[src/rtl/axi_rd_arbiter.sv]
// Arbitrates instruction- and data-side refill reads onto one AXI AR/R channel pair,
// tagging each burst with {port, sequence} and routing R beats back by the ID's port bit.
module axi_rd_arbiter #(
    parameter int ADDR_W           = 32,
    parameter int ID_W             = 4,
    parameter int MAX_OUT          = 4,
    parameter int LINE_BYTE_OFFSET = 6,
    parameter int PRIO_DATA        = 0,
    localparam int CNT_W           = $clog2(MAX_OUT + 1)
) (
    input  logic              i_clk,
    input  logic              i_rst_n,
    input  logic              i_ireq_valid,
    input  logic [ADDR_W-1:0] i_ireq_addr,
    input  logic [7:0]        i_ireq_len,
    input  logic [2:0]        i_ireq_size,
    output logic              o_ireq_ready,
    input  logic              i_dreq_valid,
    input  logic [ADDR_W-1:0] i_dreq_addr,
    input  logic [7:0]        i_dreq_len,
    input  logic [2:0]        i_dreq_size,
    output logic              o_dreq_ready,
    input  logic              i_wr_busy,
    input  logic [ADDR_W-1:0] i_wr_addr,
    output logic              o_axi_arvalid,
    output logic [ADDR_W-1:0] o_axi_araddr,
    output logic [7:0]        o_axi_arlen,
    output logic [2:0]        o_axi_arsize,
    output logic [1:0]        o_axi_arburst,
    output logic [ID_W-1:0]   o_axi_arid,
    input  logic              i_axi_arready,
    input  logic              i_axi_rvalid,
    input  logic [ID_W-1:0]   i_axi_rid,
    input  logic [31:0]       i_axi_rdata,
    input  logic [1:0]        i_axi_rresp,
    input  logic              i_axi_rlast,
    output logic              o_axi_rready,
    output logic              o_ir_valid,
    output logic              o_dr_valid,
    output logic              o_r_last,
    output logic [31:0]       o_r_data,
    output logic [1:0]        o_r_resp,
    output logic [CNT_W-1:0]  o_iout_cnt,
    output logic [CNT_W-1:0]  o_dout_cnt,
    output logic              o_err,
    output logic              o_idle
);

    typedef enum logic {
        ST_IDLE  = 1'b0,
        ST_ISSUE = 1'b1
    } state_t;

    localparam logic [CNT_W-1:0] CNT_MAX = CNT_W'(MAX_OUT);
    localparam logic [CNT_W-1:0] CNT_ONE = CNT_W'(1);
    localparam logic [ID_W-2:0]  SEQ_ONE = (ID_W-1)'(1);

    state_t             r_state;
    state_t             w_state_nxt;
    logic [ADDR_W-1:0]  r_araddr;
    logic [7:0]         r_arlen;
    logic [2:0]         r_arsize;
    logic [ID_W-1:0]    r_arid;
    logic [ID_W-2:0]    r_iseq;
    logic [ID_W-2:0]    r_dseq;
    logic [CNT_W-1:0]   r_icnt;
    logic [CNT_W-1:0]   r_dcnt;
    logic               r_last_grant_d;
    logic               r_err;

    logic               w_ihaz;
    logic               w_dhaz;
    logic               w_ielig;
    logic               w_delig;
    logic               w_igrant;
    logic               w_dgrant;
    logic               w_idone;
    logic               w_ddone;
    logic               w_unused_bits;

    assign w_ihaz  = i_wr_busy &&
                     (i_wr_addr[ADDR_W-1:LINE_BYTE_OFFSET] == i_ireq_addr[ADDR_W-1:LINE_BYTE_OFFSET]);
    assign w_dhaz  = i_wr_busy &&
                     (i_wr_addr[ADDR_W-1:LINE_BYTE_OFFSET] == i_dreq_addr[ADDR_W-1:LINE_BYTE_OFFSET]);
    assign w_ielig = i_ireq_valid && (r_icnt < CNT_MAX) && !w_ihaz;
    assign w_delig = i_dreq_valid && (r_dcnt < CNT_MAX) && !w_dhaz;

    always_comb begin
        w_state_nxt = r_state;
        w_igrant    = 1'b0;
        w_dgrant    = 1'b0;
        case (r_state)
            ST_IDLE: begin
                if (PRIO_DATA != 0) begin
                    if (w_delig)      w_dgrant = 1'b1;
                    else if (w_ielig) w_igrant = 1'b1;
                end else if (w_ielig && w_delig) begin
                    // Tie goes to whichever port did not win last time.
                    w_igrant = r_last_grant_d;
                    w_dgrant = !r_last_grant_d;
                end else begin
                    w_igrant = w_ielig;
                    w_dgrant = w_delig;
                end
                if (w_igrant || w_dgrant) w_state_nxt = ST_ISSUE;
            end
            ST_ISSUE: begin
                if (i_axi_arready) w_state_nxt = ST_IDLE;
            end
            default: w_state_nxt = ST_IDLE;
        endcase
    end

    always_ff @(posedge i_clk or negedge i_rst_n) begin
        if (!i_rst_n) begin
            r_state        <= ST_IDLE;
            r_araddr       <= '0;
            r_arlen        <= '0;
            r_arsize       <= '0;
            r_arid         <= '0;
            r_iseq         <= '0;
            r_dseq         <= '0;
            r_last_grant_d <= 1'b1;
        end else begin
            r_state <= w_state_nxt;
            if (w_igrant) begin
                r_araddr       <= i_ireq_addr;
                r_arlen        <= i_ireq_len;
                r_arsize       <= i_ireq_size;
                r_arid         <= {1'b0, r_iseq};
                r_iseq         <= r_iseq + SEQ_ONE;
                r_last_grant_d <= 1'b0;
            end else if (w_dgrant) begin
                r_araddr       <= i_dreq_addr;
                r_arlen        <= i_dreq_len;
                r_arsize       <= i_dreq_size;
                r_arid         <= {1'b1, r_dseq};
                r_dseq         <= r_dseq + SEQ_ONE;
                r_last_grant_d <= 1'b1;
            end
        end
    end

    assign w_idone = i_axi_rvalid && i_axi_rlast && !i_axi_rid[ID_W-1];
    assign w_ddone = i_axi_rvalid && i_axi_rlast &&  i_axi_rid[ID_W-1];

    // A completion with nothing outstanding is flagged and the count saturates at zero.
    always_ff @(posedge i_clk or negedge i_rst_n) begin
        if (!i_rst_n) begin
            r_icnt <= '0;
            r_dcnt <= '0;
            r_err  <= 1'b0;
        end else begin
            case ({w_igrant, w_idone})
                2'b10:   r_icnt <= r_icnt + CNT_ONE;
                2'b01:   if (r_icnt != '0) r_icnt <= r_icnt - CNT_ONE;
                default: r_icnt <= r_icnt;
            endcase
            case ({w_dgrant, w_ddone})
                2'b10:   r_dcnt <= r_dcnt + CNT_ONE;
                2'b01:   if (r_dcnt != '0) r_dcnt <= r_dcnt - CNT_ONE;
                default: r_dcnt <= r_dcnt;
            endcase
            if ((w_idone && r_icnt == '0) || (w_ddone && r_dcnt == '0)) r_err <= 1'b1;
        end
    end

    assign o_ireq_ready  = w_igrant && i_rst_n;
    assign o_dreq_ready  = w_dgrant && i_rst_n;
    assign o_axi_arvalid = (r_state == ST_ISSUE);
    assign o_axi_araddr  = r_araddr;
    assign o_axi_arlen   = r_arlen;
    assign o_axi_arsize  = r_arsize;
    assign o_axi_arburst = (r_arlen == 8'd0) ? 2'b00 : 2'b01;
    assign o_axi_arid    = r_arid;
    assign o_axi_rready  = 1'b1;
    assign o_ir_valid    = i_axi_rvalid && !i_axi_rid[ID_W-1];
    assign o_dr_valid    = i_axi_rvalid &&  i_axi_rid[ID_W-1];
    assign o_r_last      = i_axi_rlast;
    assign o_r_data      = i_axi_rdata;
    assign o_r_resp      = i_axi_rresp;
    assign o_iout_cnt    = r_icnt;
    assign o_dout_cnt    = r_dcnt;
    assign o_err         = r_err;
    assign o_idle        = (r_state == ST_IDLE) && (r_icnt == '0) && (r_dcnt == '0);

    assign w_unused_bits = ^{i_axi_rid[ID_W-2:0], i_wr_addr[LINE_BYTE_OFFSET-1:0]};

endmodule

[config.mk]
export PLATFORM = sky130hd
export DESIGN_NAME = axi_rd_arbiter
export DESIGN_NICKNAME = d
export VERILOG_FILES = /design/src/rtl/axi_rd_arbiter.sv
export SDC_FILE = /design/constraint.sdc
export NUM_CORES = 1
export LEC_CHECK = 0
export ABC_AREA = 1
export CAP_MARGIN = 20
export CORE_MARGIN = 5
export CORE_UTILIZATION = 42
export CTS_CLUSTER_DIAMETER = 30
export DETAILED_ROUTE_END_ITERATION = 10
export PLACE_DENSITY = 0.9
export SETUP_SLACK_MARGIN = 0.2
export SYNTH_ARGS = -nofsm -noshare
export SYNTH_HDL_FRONTEND = slang
export SYNTH_SLANG_ARGS = --single-unit
[constraint.sdc]
create_clock -name i_clk -period 3.81 [get_ports i_clk]
set_input_delay 0.381 -clock i_clk [delete_from_list [all_inputs] [get_ports i_clk]]
set_output_delay 0.381 -clock i_clk [all_outputs]
set_load 0.01 [all_outputs]
Word level (Yosys, flattened, before mapping)
Index checks and enable logic that the tools add are counted.
{"block": "totals", "register_bits": 62, "wordCells": 88, "out_inout_bits": 98, "in_bits": 164}
{"block": "op_classes", "n_eq_ne": 8, "n_bitwise": 2, "reduce_logical": 35, "n_addsub": 6, "muxes": 24, "magnitude_cmp": 2}
{"op": "2-to-1 mux 32 bit", "count": 2}
{"op": "equality test 26 bit", "count": 2}
{"op": "logical AND 1 bit", "count": 18}
{"op": "2-to-1 mux 8 bit", "count": 2}
{"op": "adder 3 x 1 -> 3 bit (second input constant)", "count": 4}
{"op": "2-to-1 mux 3 bit", "count": 4}
{"op": "case mux 3 bit (2 select lines)", "count": 2}
{"op": "2-to-1 mux 1 bit", "count": 11}
{"op": "logical NOT 8 bit", "count": 1}
{"op": "2-to-1 mux 4 bit", "count": 2}
{"op": "logical NOT 3 bit", "count": 2}
{"op": "< comparator 3 bit (second input constant)", "count": 2}
{"op": "AND reduction 2 bit", "count": 3}
{"op": "nonzero test 2 bit", "count": 3}
{"op": "nonzero test 3 bit", "count": 2}
{"op": "subtractor 3 x 1 -> 3 bit (second input constant)", "count": 2}
{"op": "equality test 2 x 1 -> 1 bit (second input constant)", "count": 2}
{"op": "equality test 2 bit (second input constant)", "count": 2}
{"op": "logical NOT 1 bit", "count": 4}
{"op": "inequality test 2 bit (second input constant)", "count": 2}
{"op": "logical OR 1 bit", "count": 2}
{"op": "NOT 1 bit", "count": 2}
{"op": "case mux 1 bit (2 select lines)", "count": 1}

Longest topological paths before layout
Gate-level depths: netlist (run 1).
{"block": "depth", "ltp_word": 11, "ltp_mapped": 23, "depth_no_buf": 23}

Worst setup path after synthesis (run 1)
No wires, ideal clock.
{"block": "synth_timing", "path_type": "input to register", "start": "input i_ireq_addr[8]", "end": "register r_dcnt[2] (netlist: o_dout_cnt[2])", "required_time_ns": 3.697, "setup_ns": 0.113, "n_path_buf": 0, "slack_ns": 1.791, "t_arrival_ns": 1.906, "stages": 20, "cell_sequence": "inv_1 > nand2_1 > nand2_1 > nand3_1 > nor2_1 > nand2_1 > nor2_1 > nand2_1 > nand3_2 > nand2_4 > nand2_1 > xor2_1 > inv_1 > ha_1 > inv_1 > nand2_1 > nand2_1 > nand4_1 > nand2_1 > inv_1"}
{"block": "synth_between", "elab_chain_cells": 11, "word_cells_on_any_way": 14, "classes_between": "eq/ne: 4; mux: 4; reduce/logical: 6"}
{"element": "start, declared", "line": "14", "source": "input logic [ADDR_W-1:0] i_ireq_addr,"}
{"element": "equality test 26 bit *", "line": "82", "source": "(i_wr_addr[ADDR_W-1:LINE_BYTE_OFFSET] == i_ireq_addr[ADDR_W-1:LINE_BYTE_OFFSET]);"}
{"element": "logical AND 1 bit *", "line": "81", "source": "assign w_ihaz = i_wr_busy &&"}
{"element": "logical NOT 1 bit *", "line": "85", "source": "assign w_ielig = i_ireq_valid && (r_icnt < CNT_MAX) && !w_ihaz;"}
{"element": "logical AND 1 bit *", "line": "85"}
{"element": "logical AND 1 bit *", "line": "97", "source": "end else if (w_ielig && w_delig) begin"}
{"element": "2-to-1 mux 1 bit *", "line": "97"}
{"element": "2-to-1 mux 1 bit * (2 in a row)", "line": "92", "source": "case (r_state)"}
{"element": "equality test 2 x 1 -> 1 bit or equality test 2 bit (tied branches)", "line": "159", "source": "case ({w_dgrant, w_ddone})"}
{"element": "inequality test 2 bit (no source line) or nonzero test 2 bit (tied branches)"}
{"element": "AND reduction 2 bit (no source line)"}
{"element": "end signal, assigned", "line": "160", "source": "2'b10: r_dcnt <= r_dcnt + CNT_ONE;"}
{"element": "end signal, assigned", "line": "161", "source": "2'b01: if (r_dcnt != '0) r_dcnt <= r_dcnt - CNT_ONE;"}
{"element": "end signal, assigned", "line": "162", "source": "default: r_dcnt <= r_dcnt;"}
{"element": "end, declared", "line": "67", "source": "logic [CNT_W-1:0] r_dcnt;"}
Every way passes the cells marked *; elsewhere a longest branch is shown, timed or not. The select of a mux whose other input is x is not followed.
A chain may end at the register's enable or synchronous reset.

Worst setup path in the final report (run 1)
{"block": "layout_timing", "start": "input i_ireq_addr[24]", "end": "output o_ireq_ready"}
{"block": "layout_between", "elab_chain_cells": 9}
{"element": "equality test 26 bit *", "line": "82"}
{"element": "logical AND 1 bit *", "line": "81"}
{"element": "logical NOT 1 bit *", "line": "85"}
{"element": "logical AND 1 bit *", "line": "85"}
{"element": "logical AND 1 bit", "line": "97"}
{"element": "2-to-1 mux 1 bit *", "line": "97"}
{"element": "2-to-1 mux 1 bit * (2 in a row)", "line": "92"}
{"element": "logical AND 1 bit *", "line": "168", "source": "assign o_ireq_ready = w_igrant && i_rst_n;"}
{"element": "end, declared", "line": "17", "source": "output logic o_ireq_ready,"}
Marked as above.

==> results of run 1 <==
## path summary, 6_finish.rpt
| kind | endpoint | start | slack [ps] | cells after the start |
|---|---|---|---|---|
| min in group i_clk | r_iseq[2] | r_iseq[2] | 470 | 1 |
| max reg2reg | o_iout_cnt[2] | o_iout_cnt[2] | 1400 | 14 |
| min | o_axi_araddr[21] | i_rst_n | 260 | 2 |
| max in group asynchronous | r_dseq[2] | i_rst_n | 3020 | 2 |
| max | o_ireq_ready | i_ireq_addr[24] | 610 | 12 |
| min reg2reg | r_iseq[2] | r_iseq[2] | 470 | 1 |
## flip-flops by register name (all words and copies together), names as in the netlist
name and flops:
o_err 1, r_dseq 3, o_axi_araddr 32, r_last_grant_d 1
o_axi_arvalid 1, o_dout_cnt 3, r_iseq 3, o_axi_arsize 3
o_axi_arlen 8, o_axi_arid 4, o_iout_cnt 3
## layer usage
layer,vias up,global-route usage (%)
met2,203,35.76
met3,48,8.158
li1,2332,-
met4,0,10.02
met1,2133,25.29
met5,-,0
## layout make-up
cell class,count,area [µm²],area share (%)
well taps,140,175.2,2.726
clock inverters,7,80.08,1.246
clock buffers,9,123.9,1.928
repair buffers,188,1862,28.97
flip-flops and latches,62,1553,24.16
multi-input cells,434,2242,34.89
inverters,104,390.4,6.075
## report_power, final
| group | internal (mW) | switching [mW] |
|---|---|---|
| Clock | 0.309 | 0.309 |
| Sequential | 0.987 | 0.229 |
| Combinational | 0.996 | 0.917 |
## per-stage QoR
stage	setup WS, ps	utilization [%]	power (mW)
6_report	609.9	59.28	3.747
4_1_cts	585.7	59.28	3.789
3_3_place_gp	613.2	57.40	3.113
2_1_floorplan	1791	-	2.275
5_1_grt	425.0	59.28	4.043
3_5_place_dp	593.1	57.40	3.150
## logic make-up (layout without fill, tap and decap cells)
group | count (synthesis) | count (layout)
AOI/OAI and AO/OA | 40 | 40
xor gates and xnor gates | 15 | 15
adders and majority gates | 4 | 4
buffers and inverters | 163 | 308
DFF | 62 | 62
muxes | 1 | 1
other | 2 | 2
and+or+nand+nor | 372 | 372
## worst max-delay path, stage by stage
cell,delay (ps)
clkdlybuf4s50_1,510
nor2_1,60
nor2_1,250
nor2_1,70
nand2_1,60
nor2_1,40
nand2_1,60
o21ai_1,80
nor2_1,250
nand2_4,280
nor2_1,210
clkdlybuf4s50_1,560
## cells in the final DEF (no fill, tap or decap), drive strengths merged, types with 2 or more instances in the layout
cell and n:
nand2 211, clkdlybuf4s50 181, nand3 106, inv 105, dfrtp 61, nor2 42, o221ai 19, o21ai 11
nand4 10, clkbuf 9, xnor2 8, xor2 7, o211ai 7, buf 7, ha 4, clkinv 3
nor4 2, a21oi 2, conb 2, clkinvlp 2
==> flow_summary.ini, run 1 <==
[outcome]
status = finished clean

[clock_network]
cts_tree = done
numCtsBuffers = 9
clkTransAtPathRegs_ps = 80
cts_sinks = 62
cts_hold_buffers = 0
h-tree-depth = 3
cts_resized = 0
cts.path.max_buffers = 2
cts_root_buf = clkbuf_8
clk_latency_ps = 360
post_cts_buffers = 0

[routing]
num_vias = 4716
vias_per_cell = 4.996
drcViolationCount = 0
drt-met1-wl_um = 5581
drtIter0Drc = 326
first_pass_iters = 5
wire_per_inst_um = 15.27
wl_met3_um = 1605
drt-total-wl_um = 14410
top_layer = met4
wl_met2_um = 6745
ant_nets = 0

[critical_path]
end_kind = primary output
critical_path_class = in -> out
cp-start-kind = primary input
critPathMaxFanout = 28
critPathArrivalTime_ps = 2820
required_ps = 3430

[timing]
finalHoldViolCount = 0
worst_pin_slew_ps = 818.2
fin_crit_sh_pct = 83.99
finalSetupViolations = 0
final_max_slew_viol_count = 0
fmax_mhz = 312.5
hold_ws_ps = 260.4
rsz0062_at_grt = false
maxSlewHeadroom_pct = 45.45
setup_tns_ps = 0
min_period_ps = 3200
clock_skew_ps = 13.07

[flow_run]
timing.max_cap.violations = 0

[synth]
synthTopCellsByArea = dfrtp_1, nand2_1, nand3_1, inv_1, buf_4
yosys.area_share.simple_pct = 35.38
synth_top_family_by_area = simple AND/OR/NAND/NOR gates
netlist_instances = 659
yosys.area.top_type = dfrtp_1
synthFlopType = dfrtp_1
avgSynthCellArea_um2 = 7.040
seq_area_frac_synth_pct = 33.47
synth_edf_count = 0
synth_xor_area_share_pct = 2.994
yosys.area_share.adder_pct = 1.079
synth_mux_area_share_pct = 0.3236
synth_top_area_share_pct = 32.90
syn-num-nets = 827
ys_types = 35
yosys-top-cells-count = nand2_1, nand3_1, inv_1, dfrtp_1, nor2_1
yosysMostFrequentCell = nand2_1
synth_area_mm2 = 0.004639
ys_warn_count = 0
synthArstFlopShare_pct = 100.0
synth_compound_area_share_pct = 8.387
ys_seq_elements = 62

[global_routing]
antenna_found_initial = 0
grt_max_degree = 63
overflow = 0
grt_pass1_wl_um = 22690
first_global_vias = 4677
grtUsageTotal_pct = 21.79

[cells_and_area]
fillers = 993
fin_cells = 944
fin_nets = 967
diodes = 0
area_growth_pct = 38.51
stdcell_area_mm2 = 0.006426
drive_gt1_share_pct = 7.711

[worst_hold_path]
hp-class = in -> async

[floorplanning]
die_area_mm2 = 0.01325
num_rows = 38
fp.coreArea_mm2 = 0.01084
boundaryPins = 262
die_y_um = 115.1
die_w_um = 115.1
initial_utilization_pct = 42.80

[power]
p_per_area_mw_per_mm2 = 583.1
vdd_drop_max_mv = 0.3540
power.leakage_nw = 3.189

[place]
place_inst = 928
hpwl_um = 11190
routabilityCongestion = 0.9014
placed_cell_area_mm2 = 0.006222
numPortBuffers = 182
(Power assumes the default switching activity.)
==> run 2, diff against run 1 <==
--- a/config.mk
+++ b/config.mk
@@ -8,10 +8,10 @@
 export ABC_AREA = 1
 export CAP_MARGIN = 20
 export CORE_MARGIN = 5
-export CORE_UTILIZATION = 42
+export CORE_UTILIZATION = 36
 export CTS_CLUSTER_DIAMETER = 30
 export DETAILED_ROUTE_END_ITERATION = 10
-export PLACE_DENSITY = 0.9
+export PLACE_DENSITY = 0.82
 export SETUP_SLACK_MARGIN = 0.2
 export SYNTH_ARGS = -nofsm -noshare
 export SYNTH_HDL_FRONTEND = slang
==> constraint.sdc (replaced) <==
create_clock -name i_clk -period 2.9 [get_ports i_clk]
set_input_delay 0.29 -clock i_clk [delete_from_list [all_inputs] [get_ports i_clk]]
set_output_delay 0.29 -clock i_clk [all_outputs]
set_load 0.01 [all_outputs]
==> run 2 against run 1 <==
- worst hold slack got worse by 67 ps
- die area rose by 15%
- register-to-register slack worse by 580 ps
- wire length up 2.5%
- critical path depth is 8 higher
- critical endpoint is now o_dout_cnt[2]
- largest cell class unchanged
- largest power group unchanged
- highest routed layer unchanged
==> flow_summary.ini, run 2 (synthesis results as in run 1) <==
[cells_and_area]
diodes = 0
final_common_cell = nand2_1
fillers = 1238
post-route-util_pct = 52.55
mostFrequentLayoutCells = nand2_1, clkdlybuf4s50_1, nand3_1
drive_gt1_share_pct = 8.765
fin_nets = 973
largest_reg_flops = 32
fin_cells = 982
area_growth_pct = 42.93
stdcell_area_mm2 = 0.006631

[timing]
finalHoldViolCount = 0
maxSlewHeadroom_pct = 43.59
fin_crit_sh_pct = 83.22
fmax_mhz = 414.4
worst_pin_slew_ps = 846.1
clock_skew_ps = 6.632
min_period_ps = 2413
setup_tns_ps = 0
rsz0062_at_grt = false
finalSetupViolations = 0
final_max_slew_viol_count = 0

[outcome]
status = finished clean

[clock_network]
cts.path.max_buffers = 2
cts_root_buf = clkbuf_16
cts_tree = done
cts_hold_buffers = 0
cts_sinks = 62
numCtsBuffers = 9
clkTransAtPathRegs_ps = 60
h-tree-depth = 3
clk_latency_ps = 330

[routing]
drtIter0Drc = 312
num_vias = 4672
ant_nets = 0
drt-total-wl_um = 14780
wire_per_inst_um = 15.05
first_pass_iters = 5
vias_per_cell = 4.758
drcViolationCount = 0

[worst_hold_path]
hp-class = in -> async

[global_routing]
grtUsageTotal_pct = 19.86
grt_max_degree = 63
first_global_vias = 4762
overflow = 0
grt_pass1_wl_um = 23270
antenna_found_initial = 0

[critical_path]
end_kind = flop
required_ps = 3130
critical_path_class = in -> reg
cp-start-kind = primary input
critPathArrivalTime_ps = 2640
critPathMaxFanout = 5

[place]
placed_cell_area_mm2 = 0.006332
numPortBuffers = 182
routabilityCongestion = 0.9229
place_inst = 966
hpwl_um = 11720

[floorplanning]
die_w_um = 123.5
num_rows = 41
fp.coreArea_mm2 = 0.01262
die_y_um = 123.5
initial_utilization_pct = 36.76
boundaryPins = 262
die_area_mm2 = 0.01526

[power]
p_per_area_mw_per_mm2 = 785.7
vdd_drop_max_mv = 0.4091
finalPower_mw = 5.210
power.leakage_nw = 3.313

[flow_run]
timing.max_cap.violations = 0
==> run 2: timing repair <==
action / CTS / global route
buffers inserted: 0 / 0
gates resized for setup: 2 / 4
hold endpoints to repair: 0 / 0
endpoints found under the setup margin: 1 / 3
==> run 2: stage by stage <==
stage | hold slack, ps | setup slack, ps
finish | 193.7 | 486.7
global route | 291.2 | 200.4
CTS | 246.3 | 204.2
detailed placement | 471.7 | 127.1
global placement | 455.6 | 168.9
floorplan | -5.591 | 971.9
==> run 2: power by group <==
| group | total (mW) | switching [mW] | internal [mW] | leakage [nW] |
|---|---|---|---|---|
| combinational | 2.58 | 1.23 | 1.35 | 2.42 |
| clock | 1.03 | 0.442 | 0.590 | 0.138 |
| sequential | 1.60 | 0.301 | 1.30 | 0.753 |
==> run 2: routing by layer <==
metal | vias up | track usage [%] | part of all wire, %
li1 | 2351 | - | -
met2 | 189 | 34.22 | 49
met1 | 2104 | 21.92 | 38
met5 | - | 0 | 0
met3 | 28 | 8.371 | 11
met4 | 0 | 6.990 | 2.1
==> run 2: worst paths after layout <==
| kind | startpoint | end | slack (ps) | cells after the start |
|---|---|---|---|---|
| worst min register to register | o_err | o_err | 480 | 2 |
| worst min-delay path | i_rst_n | o_axi_araddr[15] | 190 | 2 |
| max in group asynchronous | i_rst_n | o_axi_araddr[16] | 2150 | 2 |
| worst max register to register | o_iout_cnt[2] | o_iout_cnt[2] | 820 | 14 |
| worst max-delay path | i_wr_addr[8] | o_dout_cnt[2] | 490 | 20 |
| min in group i_clk | o_err | o_err | 480 | 2 |
==> run 2: worst max-delay path: stages <==
cell	delay [ps]
clkdlybuf4s50_1	470
xnor2_1	270
nand2_1	100
nor2_1	110
nand2_1	90
nor2_1	120
nand2_2	100
nand2_4	90
nor2_8	40
nand2_4	90
nand2_1	80
xor2_1	140
inv_1	60
ha_1	170
inv_1	70
nand2_1	60
nand2_1	80
nand4_1	90
nand2_1	80
inv_1	30
==> run 2: layout make-up <==
| class | count | area (µm²) | share of cell area [%] |
|---|---|---|---|
| multi-input combinational | 434 | 2250 | 33.92 |
| timing repair buffer | 194 | 1939 | 29.25 |
| tap | 172 | 215.2 | 3.245 |
| clock buffer | 9 | 225.2 | 3.396 |
| inverter | 104 | 390.4 | 5.887 |
| sequential | 62 | 1553 | 23.42 |
| clock inverter | 7 | 58.81 | 0.8868 |
